$ cat src/rtl/pc_redirect_ctrl.sv
// Next-PC sequencer: arbitrates trap/mret/branch/jump redirects, validates targets,
// holds redirects across stalls and drives the PC load and pipeline flush strobes.
module pc_redirect_ctrl #(
  parameter int              XLEN         = 32,
  parameter logic [XLEN-1:0] BOOT_ADDR    = 32'h0000_0000,
  parameter int              IT_DEPTH     = 4096,
  parameter logic [XLEN-1:0] TRAP_VEC     = 32'h0000_0010,
  parameter int              FLUSH_CYCLES = 2
) (
  input  logic            clk,
  input  logic            rst,
  input  logic            stall_i,
  input  logic            trap_req_i,
  input  logic            mret_req_i,
  input  logic [XLEN-1:0] mepc_i,
  input  logic            br_req_i,
  input  logic [XLEN-1:0] br_addr_i,
  input  logic            jmp_req_i,
  input  logic [XLEN-1:0] jmp_addr_i,
  output logic            pc_en_o,
  output logic            pc_write_flag_o,
  output logic [XLEN-1:0] pc_write_addr_o,
  output logic            flush_if_id_o,
  output logic            flush_id_ex_o,
  output logic            fetch_fault_o,
  output logic [XLEN-1:0] fault_addr_o,
  output logic            busy_o
);

  localparam int CW = (FLUSH_CYCLES > 1) ? $clog2(FLUSH_CYCLES) : 1;
  localparam logic [XLEN:0] ADDR_LO = {1'b0, BOOT_ADDR};
  localparam logic [XLEN:0] ADDR_HI = {1'b0, BOOT_ADDR} + (XLEN+1)'(IT_DEPTH);

  typedef enum logic [1:0] {ST_RUN, ST_HOLD, ST_FLUSH} state_t;
  // Trap never waits, so only the stallable sources need a stored priority.
  typedef enum logic [1:0] {P_NONE = 2'd0, P_JMP = 2'd1, P_BR = 2'd2, P_MRET = 2'd3} prio_t;

  state_t          state_q, state_d;
  prio_t           pend_prio_q, pend_prio_d;
  logic [XLEN-1:0] pend_addr_q, pend_addr_d;
  logic [CW-1:0]   cnt_q, cnt_d;
  logic            fault_q, fault_d;
  logic [XLEN-1:0] fault_addr_q, fault_addr_d;

  prio_t           req_prio, sel_prio;
  logic [XLEN-1:0] req_addr, sel_addr;
  logic            issue;
  logic [XLEN-1:0] raw_addr;
  logic            addr_ok;

  // Fixed priority among the stallable sources: mret > br > jmp.
  always_comb begin
    req_prio = P_NONE;
    req_addr = '0;
    if (mret_req_i) begin
      req_prio = P_MRET;
      req_addr = mepc_i;
    end else if (br_req_i) begin
      req_prio = P_BR;
      req_addr = br_addr_i;
    end else if (jmp_req_i) begin
      req_prio = P_JMP;
      req_addr = jmp_addr_i;
    end
  end

  // While holding, a strictly higher-priority newcomer replaces the pending redirect.
  always_comb begin
    sel_prio = pend_prio_q;
    sel_addr = pend_addr_q;
    if (req_prio > pend_prio_q) begin
      sel_prio = req_prio;
      sel_addr = req_addr;
    end
  end

  // NOTE: every signal assigned in this block gets a default first, so no latches are inferred.
  always_comb begin
    state_d     = state_q;
    pend_prio_d = pend_prio_q;
    pend_addr_d = pend_addr_q;
    cnt_d       = cnt_q;
    issue       = 1'b0;
    raw_addr    = '0;
    if (!rst) begin
      unique case (state_q)
        ST_RUN: begin
          if (trap_req_i) begin
            issue    = 1'b1;
            raw_addr = TRAP_VEC;
          end else if (req_prio != P_NONE) begin
            if (!stall_i) begin
              issue    = 1'b1;
              raw_addr = req_addr;
            end else begin
              pend_prio_d = req_prio;
              pend_addr_d = req_addr;
              state_d     = ST_HOLD;
            end
          end
        end
        ST_HOLD: begin
          if (trap_req_i) begin
            issue    = 1'b1;
            raw_addr = TRAP_VEC;
          end else if (!stall_i) begin
            issue    = 1'b1;
            raw_addr = sel_addr;
          end else begin
            pend_prio_d = sel_prio;
            pend_addr_d = sel_addr;
          end
        end
        ST_FLUSH: begin
          if (trap_req_i) begin
            issue    = 1'b1;
            raw_addr = TRAP_VEC;
          end else if (cnt_q <= CW'(1)) begin
            cnt_d   = '0;
            state_d = ST_RUN;
          end else begin
            cnt_d = cnt_q - 1'b1;
          end
        end
        default: state_d = ST_RUN;
      endcase
    end
    if (issue) begin
      state_d     = (FLUSH_CYCLES > 1) ? ST_FLUSH : ST_RUN;
      cnt_d       = CW'(FLUSH_CYCLES - 1);
      pend_prio_d = P_NONE;
      pend_addr_d = '0;
    end
  end

  // XLEN+1-bit range compare so BOOT_ADDR+IT_DEPTH cannot wrap.
  assign addr_ok = (raw_addr[1:0] == 2'b00) &&
                   ({1'b0, raw_addr} >= ADDR_LO) && ({1'b0, raw_addr} < ADDR_HI);

  always_comb begin
    fault_d      = issue && !addr_ok;
    fault_addr_d = fault_addr_q;
    if (issue && !addr_ok) fault_addr_d = raw_addr;
  end

  // NOTE: sequential state uses non-blocking assignments so all registers update together.
  always_ff @(posedge clk or posedge rst) begin
    if (rst) begin
      state_q      <= ST_RUN;
      pend_prio_q  <= P_NONE;
      pend_addr_q  <= '0;
      cnt_q        <= '0;
      fault_q      <= 1'b0;
      fault_addr_q <= '0;
    end else begin
      state_q      <= state_d;
      pend_prio_q  <= pend_prio_d;
      pend_addr_q  <= pend_addr_d;
      cnt_q        <= cnt_d;
      fault_q      <= fault_d;
      fault_addr_q <= fault_addr_d;
    end
  end

  assign pc_write_flag_o = issue;
  assign pc_write_addr_o = issue ? (addr_ok ? raw_addr : TRAP_VEC) : '0;
  assign pc_en_o         = issue || !stall_i;
  assign flush_if_id_o   = issue || (!rst && state_q == ST_FLUSH);
  assign flush_id_ex_o   = issue;
  assign fetch_fault_o   = fault_q;
  assign fault_addr_o    = fault_addr_q;
  assign busy_o          = (state_q != ST_RUN);

endmodule

$ cat config.mk
export PLATFORM = sky130hd
export DESIGN_NAME = pc_redirect_ctrl
export DESIGN_NICKNAME = d
export VERILOG_FILES = /design/src/rtl/pc_redirect_ctrl.sv
export SDC_FILE = /design/constraint.sdc
export NUM_CORES = 1
export LEC_CHECK = 0
export ABC_AREA = 1
export BUFFER_PORTS_ARGS = -buffer_cell sky130_fd_sc_hd__buf_2
export CAP_MARGIN = 20
export CORE_UTILIZATION = 52
export CTS_CLUSTER_SIZE = 24
export DETAILED_ROUTE_END_ITERATION = 7
export GPL_ROUTABILITY_DRIVEN = 0
export PLACE_DENSITY = 0.91
export SLEW_MARGIN = 20
export SYNTH_ARGS = -nofsm -noshare
export SYNTH_HDL_FRONTEND = slang
export SYNTH_SLANG_ARGS = --single-unit
export TNS_END_PERCENT = 20
$ cat constraint.sdc
create_clock -name clk -period 6.3 [get_ports clk]
set_clock_uncertainty 0.15 [all_clocks]
set_input_delay 1.26 -clock clk [delete_from_list [all_inputs] [get_ports clk]]
set_output_delay 1.26 -clock clk [all_outputs]
set_load 0.02 [all_outputs]
Word-level counts from Yosys, hierarchy flattened
Index checks and enable logic that the tools add are counted.
{ "classes": {"n_eq_ne": 13, "order_cmp": 3, "muxes": 54, "n_addsub": 1, "n_reduce_logical": 18} }
{ "op_table": {"columns": ["operator", "count"], "rows": [
  ["two-way mux 32 bit", 19],
  ["case mux 32 bit (3 select lines)", 1],
  ["case mux 32 bit (2 select lines)", 1],
  ["two-way mux 2 bit", 17],
  ["less-than comparator 32 x 13 -> 1 bit, second input constant", 1],
  ["!= test 3 bit, second input constant", 8],
  ["AND reduction 7 bit", 2],
  ["two-way mux 1 bit", 12],
  ["AND reduction 8 bit", 1],
  ["case mux 2 bit (3 select lines)", 1],
  ["nonzero test 2 bit", 3],
  ["two-way mux 5 bit", 1],
  ["logical NOT 2 bit", 2],
  ["!= test 2 x 1 -> 1 bit, second input constant", 2],
  ["case mux 2 bit (2 select lines)", 1],
  ["logical AND 1 bit", 3],
  ["logical NOT 1 bit", 3],
  ["case mux 1 bit (3 select lines)", 1],
  ["AND reduction 3 bit", 1],
  ["nonzero test 3 bit", 1],
  ["equality test 2 x 1 -> 1 bit, second input constant", 1],
  ["equality test 2 bit, second input constant", 1],
  ["> comparator 2 bit", 1],
  ["logical OR 1 bit", 2],
  ["other kinds (3)", 3]
]} }
{ "word_totals": {"out_inout_bits": 70, "wordCells": 95, "input_bits": 103, "register_bits": 70} }

Logic depth before layout (Yosys ltp)
Gate-level depths: netlist of the first run.
{ "logic_depth": {"word_depth": 13, "depth_mapped": 24, "depth_no_buf": 20} }

Worst setup path before layout of the first run
No wires, ideal clock.
{ "synth_timing": {"path_kind": "input to output", "from": "in rst", "to": "out pc_write_addr_o[10]", "slack_ns": 0.437, "n_path_buf": 1, "cell_stages": 9, "arrival_time_ns": 4.453, "path_cell_list": "inv_1 buf_1 nand2_1 nand2_1 nor2_1 nand2_1 nor2_4 nand3_2 nor2_1"} }
{ "synth_via": {"elab_chain_cells": 5, "elab_cells_between_ends": 7} }
{ "synth_lines": {"columns": ["element", "line_no", "text"], "rows": [
  ["from (decl)", "11", "input logic rst,"],
  ["two-way mux 32 bit", "85", "if (!rst) begin"],
  ["less-than comparator 32 x 13 -> 1 bit or logical NOT 2 bit (tied branches)", "138, 137", null],
  ["logical AND 1 bit", "138", "({1'b0, raw_addr} >= ADDR_LO) && ({1'b0, raw_addr} < ADDR_HI);"],
  ["two-way mux 32 bit", "166", "assign pc_write_addr_o = issue ? (addr_ok ? raw_addr : TRAP_VEC) : '0;"],
  ["two-way mux 32 bit *", "166", null],
  ["to (decl)", "22", "output logic [XLEN-1:0] pc_write_addr_o,"]
]} }
Mark *: on every way between the ends. The rest lies on a longest branch, timed or not.

Worst setup path in the final report of the first run
{ "layout_timing": {"from": "in br_req_i", "to": "out pc_write_addr_o[8]"} }
{ "layout_via": {"elab_chain_cells": 12, "elab_cells_between_ends": 23} }
{ "layout_lines": {"columns": ["element", "line_no", "text"], "rows": [
  ["from (decl)", "16", "input logic br_req_i,"],
  ["two-way mux 2 bit", "58", "end else if (br_req_i) begin"],
  ["two-way mux 2 bit", "55", "if (mret_req_i) begin"],
  ["> comparator 2 bit", "71", "if (req_prio > pend_prio_q) begin"],
  ["two-way mux 32 bit", "71", null],
  ["two-way mux 32 bit", "106", "end else if (!stall_i) begin"],
  ["two-way mux 32 bit", "103", "if (trap_req_i) begin"],
  ["case mux 32 bit (3 select lines)", "86", "unique case (state_q)"],
  ["two-way mux 32 bit", "85", null],
  ["less-than comparator 32 x 13 -> 1 bit or logical NOT 2 bit (tied branches)", "138, 137", null],
  ["logical AND 1 bit", "138", null],
  ["two-way mux 32 bit", "166", null],
  ["two-way mux 32 bit *", "166", null]
]} }
Marked as above.

==> impl_metrics.env, run 1 <==
export IMPL_track_usage_pct=29.6
export IMPL_dp_cells=1066
export IMPL_path_max_fanout=22
export IMPL_grt_pass1_wl_mm=24.1
export IMPL_min_period_ns=5.61
export IMPL_power_density_nw_per_um2=397
export IMPL_clock_fmax_mhz=178
export IMPL_dpl_cell_area_sq_um=5920
export IMPL_ant_nets=0
export IMPL_yosysTopAreaCellShare_pct=33.2
export IMPL_post_cts_buffers=0
export IMPL_grt_pass1_vias=5207
export IMPL_r2r_start="state_q[0]$_DFFE_PP0P_"
export IMPL_grt_overflow=0
export IMPL_cts_hold_buf=0
export IMPL_cts_buffers=9
export IMPL_finalHoldViolCount=0
export IMPL_synth_area_top_cells="dfrtp_1, nand2_1, nand3_1"
export IMPL_critical_path_class="in -> out"
export IMPL_rsz0062_at_grt="false"
export IMPL_fin_nets=1049
export IMPL_initial_core_util_pct=53.5
export IMPL_avgRoutedWirePerCell_microns=13.7
export IMPL_via_count=5977
export IMPL_n_antenna_cell=0
export IMPL_ys_types=30
export IMPL_dp_hpwl_mm=10.7
export IMPL_via_per_inst=5.53
export IMPL_drcViolationCount=0
export IMPL_drive_gt1_share_pct=20.9
export IMPL_fin_area_sq_um=6100
export IMPL_min_path_type="reg -> reg"
export IMPL_holdCritStartpoint="pend_addr_q[24]$_DFFE_PP0P_"
export IMPL_crit_arrival_ns=4.20
export IMPL_ir_drop_v=0.000203
export IMPL_cts_resized_gates=0
export IMPL_min_period_over_period_pct=89.1
export IMPL_ioPinCount=173
export IMPL_fin_cells=1081
export IMPL_status="finished clean"
export IMPL_antenna_found_initial=0
export IMPL_portBuffers=150
export IMPL_end_kind="output port"
export IMPL_ys_seq_elements=69
export IMPL_die_x_microns=102
export IMPL_areaGrowthSynthToFinish_pct=17.2
export IMPL_clk_pin_slew_ns=0.07
export IMPL_tritoncts="yes"
export IMPL_crit_required_ns=4.89
export IMPL_cp_start_kind="input pin"
export IMPL_yosysWarnings=0
export IMPL_dieHeight_microns=102
export IMPL_root_buffer="clkbuf_8"
export IMPL_slew_headroom_pct=29.7
export IMPL_synth_area_sq_um=5200
export IMPL_postSynthCellCount=820
export IMPL_fin_tns_setup_ns=0
export IMPL_synth_top_area_cell="dfrtp_1"
export IMPL_startpoint="br_req_i"
export IMPL_cts_buffer_depth=2
export IMPL_slew_viol_final=0
export IMPL_max_cap_violations=0
export IMPL_leakagePower_nw=3.41
export IMPL_coreArea_sq_um=9730
export IMPL_avgSynthCellArea_sq_um=6.34
export IMPL_firstDrtPassIters=6
export IMPL_totalWireLength_mm=14.8
export IMPL_std_cell_rows=36
export IMPL_postLayoutCoreUtil_pct=62.7
export IMPL_h_tree_depth=3
export IMPL_grt_start_max_net_pins=56
export IMPL_finalPower_mw=2.42
export IMPL_tightest_slew_ns=1.05
export IMPL_synth_seq_area_share_pct=33.2
export IMPL_report_final_setup_viol=0
export IMPL_dieArea_sq_um=10400
export IMPL_drt_iter0_drc=596
export IMPL_insertion_delay_ns=0.36
export IMPL_clock_sinks=69
## metal layers
metal	global-route usage [%]	vias up	wire length (microns)
met4	14.2	0	533
met5	0	-	0
met2	43.8	345	6700
met1	41.2	2714	6270
li1	-	2880	-
met3	6.09	38	1330
## placed cells by master (no fill, tap or decap)
cell / Yosys / final
nand2_1: 292 / 292
buf_2: 17 / 150
nand3_1: 100 / 100
dfrtp_1: 69 / 69
a21oi_1: 65 / 65
o21ai_0: 59 / 59
inv_1: 49 / 47
nor2_1: 27 / 27
or2_1: 25 / 25
conb_1: 1 / 22
a211oi_1: 16 / 16
buf_4: 26 / 14
a22oi_1: 10 / 10
or2_2: 10 / 10
clkbuf_8: 0 / 9
o21ai_1: 5 / 5
inv_2: 4 / 4
clkinv_2: 0 / 4
clkinv_1: 2 / 3
nor2_2: 2 / 2
nor2_4: 2 / 2
ha_1: 2 / 2
nand4_1: 1 / 1
nor3_1: 1 / 1
a31oi_1: 1 / 1
o311ai_0: 1 / 1
nand3_2: 1 / 1
o21a_1: 1 / 1
o211ai_1: 1 / 1
o31ai_1: 1 / 1
clkinvlp_4: 0 / 1
clkbuf_1: 26 / 1
bufinv_16: 0 / 1
## synthesized netlist by cell type
master / n
nand2_1: 292
nand3_1: 100
dfrtp_1: 69
a21oi_1: 65
o21ai_0: 59
inv_1: 49
nor2_1: 27
buf_4: 26
clkbuf_1: 26
or2_1: 25
buf_2: 17
a211oi_1: 16
a22oi_1: 10
or2_2: 10
o21ai_1: 5
inv_2: 4
buf_1: 3
clkinv_1: 2
ha_1: 2
nor2_2: 2
nor2_4: 2
a31oi_1: 1
conb_1: 1
nand3_2: 1
nand4_1: 1
nor3_1: 1
o211ai_1: 1
o21a_1: 1
o311ai_0: 1
o31ai_1: 1
## logic make-up (layout without fill, tap and decap cells)
kind of cell             Yosys count  count (layout)  synth area share (%)
flip-flops                        69              69                  33.2
adder cells (fa/ha/maj)            2               2                 0.481
other                              1              22                0.0721
buffers and inverters            127             234                  11.4
AO/OA/AOI/OAI                    160             160                  16.9
AND/OR/NAND/NOR                  461             461                  37.9
## registers in the layout, indices dropped and copies added (netlist names)
register	cells
fetch_fault_o	1
pend_prio_q	2
pend_addr_q	32
state_q	2
fault_addr_o	32
## report_power, final
group / total [mW] / internal [mW] / leakage [nW] / switching, mW
clock network: 0.351 / 0.179 / 0.0919 / 0.173
logic: 1.38 / 0.412 / 2.42 / 0.971
registers: 0.685 / 0.611 / 0.903 / 0.0733
total: 2.42 / 1.20 / 3.41 / 1.22
## per-stage QoR
step,hold WS [ns],setup WS (ns)
floorplan,0.294,0.437
global placement,0.312,0.872
detailed placement,0.316,0.778
CTS,0.333,0.765
global route,0.354,0.353
finish,0.335,0.688
## worst max-delay path, cell delays in order
cell	delay, ns
buf_2	0.35
inv_2	0.22
nand2_1	0.14
ha_1	0.25
nand2_1	0.07
nand2_1	0.05
buf_4	0.21
clkinv_1	0.10
buf_4	0.25
nand2_1	0.11
nand3_1	0.08
nand2_1	0.05
nand2_1	0.10
nand2_1	0.11
nor2_1	0.12
nand2_1	0.09
nor2_4	0.12
nand3_2	0.18
nor2_1	0.16
buf_2	0.18
## cell type report
type                       instances  area, sq um
clock buffer                      10          128
multi-input combinational        645         2960
timing repair buffer             164          856
sequential                        69         1730
tap                              133          166
inverter                          55          208
clock inverter                     5         52.6
fill                             942         3630
## worst paths after layout
check	endpoint	slack [ns]	cells after the start
min in group asynchronous	pend_addr_q[17]$_DFFE_PP0P_	1.00	2
min reg2reg	pend_addr_q[24]$_DFFE_PP0P_	0.34	2
max	pc_write_addr_o[8]	0.69	20
max reg2reg	pend_addr_q[23]$_DFFE_PP0P_	3.01	9
max in group asynchronous	pend_prio_q[1]$_DFFE_PP0P_	4.22	3
min	pend_addr_q[24]$_DFFE_PP0P_	0.34	2
Note: power is estimated with default switching activity, not from simulation.
==> run 2, diff against run 1 <==
--- a/config.mk
+++ b/config.mk
@@ -8,13 +8,16 @@
 export ABC_AREA = 1
 export BUFFER_PORTS_ARGS = -buffer_cell sky130_fd_sc_hd__buf_2
 export CAP_MARGIN = 20
-export CORE_UTILIZATION = 52
+export CELL_PAD_IN_SITES_DETAIL_PLACEMENT = 1
+export CELL_PAD_IN_SITES_GLOBAL_PLACEMENT = 1
+export CORE_UTILIZATION = 35
 export CTS_CLUSTER_SIZE = 24
 export DETAILED_ROUTE_END_ITERATION = 7
 export GPL_ROUTABILITY_DRIVEN = 0
 export PLACE_DENSITY = 0.91
+export RECOVER_POWER = 50
 export SLEW_MARGIN = 20
 export SYNTH_ARGS = -nofsm -noshare
 export SYNTH_HDL_FRONTEND = slang
 export SYNTH_SLANG_ARGS = --single-unit
-export TNS_END_PERCENT = 20
+export TNS_END_PERCENT = 1
==> run 2 against run 1 <==
  * Count of clock-buffer cells in the layout increased by 3
  * Final cell count up 4.7%
  * Register-to-register slack got worse by 0.19 ns
  * Routed wire length increased by 28%
  * Critical path type unchanged
  * Setup slack got worse by 0.31 ns
  * Non-clock buffer count down 2
  * Maximum frequency is 5.2% lower
==> impl_metrics.env, run 2 (synthesized netlist as in run 1, its figures left out) <==
export IMPL_final_common_cell="nand2_1"
export IMPL_grt_start_max_net_pins=56
export IMPL_finalHoldViolCount=0
export IMPL_cts_hold_buf=0
export IMPL_drive_gt1_share_pct=17.2
export IMPL_cts_resized_gates=0
export IMPL_crit_chain="buf_2 -> inv_1 -> nor2_1 -> nor2_1 -> ha_1 -> nand2_1 -> nand2_1 -> clkinv_1 -> buf_4 -> nand2_1 -> nand3_1 -> nand2_1 -> nand2_1 -> nand2_1 -> nor2_1 -> nand2_1 -> nor2_4 -> nand3_2 -> nor2_1 -> buf_2"
export IMPL_dp_hpwl_mm=13.5
export IMPL_drcViolationCount=0
export IMPL_grt_met3_usage_pct=3.71
export IMPL_cp_start_kind="input pin"
export IMPL_tightest_slew_ns=1.15
export IMPL_coreArea_sq_um=14500
export IMPL_final_cell_mix="nand2_1, buf_2, nand3_1"
export IMPL_crit_buf_inv=5
export IMPL_grt_pass1_wl_mm=30.4
export IMPL_ir_drop_v=0.000204
export IMPL_initial_core_util_pct=35.8
export IMPL_leakagePower_nw=3.33
export IMPL_clock_fmax_mhz=169
export IMPL_filler_cell_count=2035
export IMPL_max_stage_delay_ns=0.38
export IMPL_drt_iter0_drc=405
export IMPL_ant_nets=0
export IMPL_insertion_delay_ns=0.34
export IMPL_max_cap_violations=0
export IMPL_r2r_cells=10
export IMPL_slew_viol_final=0
export IMPL_track_usage_pct=25.6
export IMPL_critical_path_class="in -> out"
export IMPL_dieArea_sq_um=15400
export IMPL_power_density_nw_per_um2=431
export IMPL_totalWireLength_mm=19.0
export IMPL_avgRoutedWirePerCell_microns=16.8
export IMPL_die_x_microns=124
export IMPL_clk_pin_slew_ns=0.06
export IMPL_clock_sinks=69
export IMPL_status="finished clean"
export IMPL_rsz0062_at_grt="false"
export IMPL_seqCellArea_sq_um=1730
export IMPL_portBuffers=150
export IMPL_min_period_over_period_pct=94.0
export IMPL_grt_overflow=0
export IMPL_n_antenna_cell=0
export IMPL_post_cts_buffers=0
export IMPL_cts_buffers=9
export IMPL_slowest_stage="nor2_4"
export IMPL_path_depth=20
export IMPL_std_cell_rows=44
export IMPL_via_count=6022
export IMPL_firstDrtPassIters=5
export IMPL_grt_pass1_vias=6144
export IMPL_min_period_ns=5.92
export IMPL_dieHeight_microns=124
export IMPL_root_buffer="clkbuf_16"
export IMPL_slew_headroom_pct=23.1
export IMPL_gr_usage_met2_pct=42.5
export IMPL_min_path_type="reg -> reg"
export IMPL_cts_buffer_depth=2
export IMPL_gr_max_usage_layer="met2"
export IMPL_crit_required_ns=4.89
export IMPL_multi_input_area_sq_um=2970
export IMPL_h_tree_depth=3
export IMPL_report_final_setup_viol=0
export IMPL_fin_tns_setup_ns=0
export IMPL_path_max_fanout=31
export IMPL_antenna_found_initial=0
export IMPL_worstHoldPathCells=2
export IMPL_critical_path_top_delay_family="simple AND/OR/NAND/NOR gates"
export IMPL_via_per_inst=5.32
export IMPL_use_met1_pct=33.4
export IMPL_finalPower_mw=2.70
export IMPL_fin_nets=1048
export IMPL_ioPinCount=173
export IMPL_fin_cells=1132
export IMPL_path_common_cell="nand2_1"
export IMPL_end_kind="output port"
export IMPL_crit_arrival_ns=4.51
export IMPL_areaGrowthSynthToFinish_pct=20.2
export IMPL_tritoncts="yes"
export IMPL_postLayoutCoreUtil_pct=43.0
export IMPL_dp_cells=1115
==> run 2: cell count changes in the layout (fill, tap and decap cells not counted) <==
cell and delta:
buf_2 -34, buf_4 -3, bufinv_16 +1, clkbuf_1 +36, clkbuf_16 +9, clkbuf_8 -7, clkinv_1 -1, clkinv_2 -3
inv_2 +1, nor2_2 +1
==> run 2: path summary, 6_finish.rpt <==
check	from	slack, ns	end
worst min-delay path	pend_addr_q[2]$_DFFE_PP0P_	0.34	pend_addr_q[2]$_DFFE_PP0P_
max in group asynchronous	rst	2.84	pend_addr_q[30]$_DFFE_PP0P_
worst min register to register	pend_addr_q[2]$_DFFE_PP0P_	0.34	pend_addr_q[2]$_DFFE_PP0P_
worst max-delay path	jmp_req_i	0.38	pc_write_addr_o[6]
min in group asynchronous	rst	1.18	pend_addr_q[24]$_DFFE_PP0P_
worst max register to register	state_q[1]$_DFFE_PP0P_	2.82	pend_addr_q[19]$_DFFE_PP0P_
==> run 2: layout make-up <==
type / count / share of cell area [%]
Clock buffer: 13 / 4.16
Timing Repair Buffer: 162 / 12.7
Inverter: 55 / 3.32
Tap cell: 184 / 3.68
Clock inverter: 3 / 1.08
Multi-Input combinational cell: 646 / 47.4
Sequential cell: 69 / 27.6
==> run 2: metal layers <==
metal  vias up  part of all wire (%)
li1       2880                     -
met1      2933                    45
met2       181                    48
met3        28                   5.5
met4         0                   2.0
met5         -                     0
==> run 2: power breakdown <==
| group | internal, mW | total, mW | leakage (nW) | switching [mW] |
|---|---|---|---|---|
| clock network | 0.369 | 0.570 | 0.156 | 0.201 |
| registers | 0.613 | 0.695 | 0.903 | 0.0822 |
| logic | 0.388 | 1.43 | 2.27 | 1.04 |
==> run 2: worst min-delay path: stages, from the launching register on <==
cell	delay, ns
dfrtp_1	0.34
nand2_1	0.05
o21ai_0	0.06
==> run 2: metrics by stage <==
stage	setup WS [ns]	cell area, sq um	hold slack [ns]
after floorplan	0.437	5280	0.294
final	0.377	6250	0.340
after global placement	0.417	5960	0.310
after global routing	0.0822	6250	0.367
after detailed placement	0.284	5960	0.323
after CTS	0.216	6290	0.338
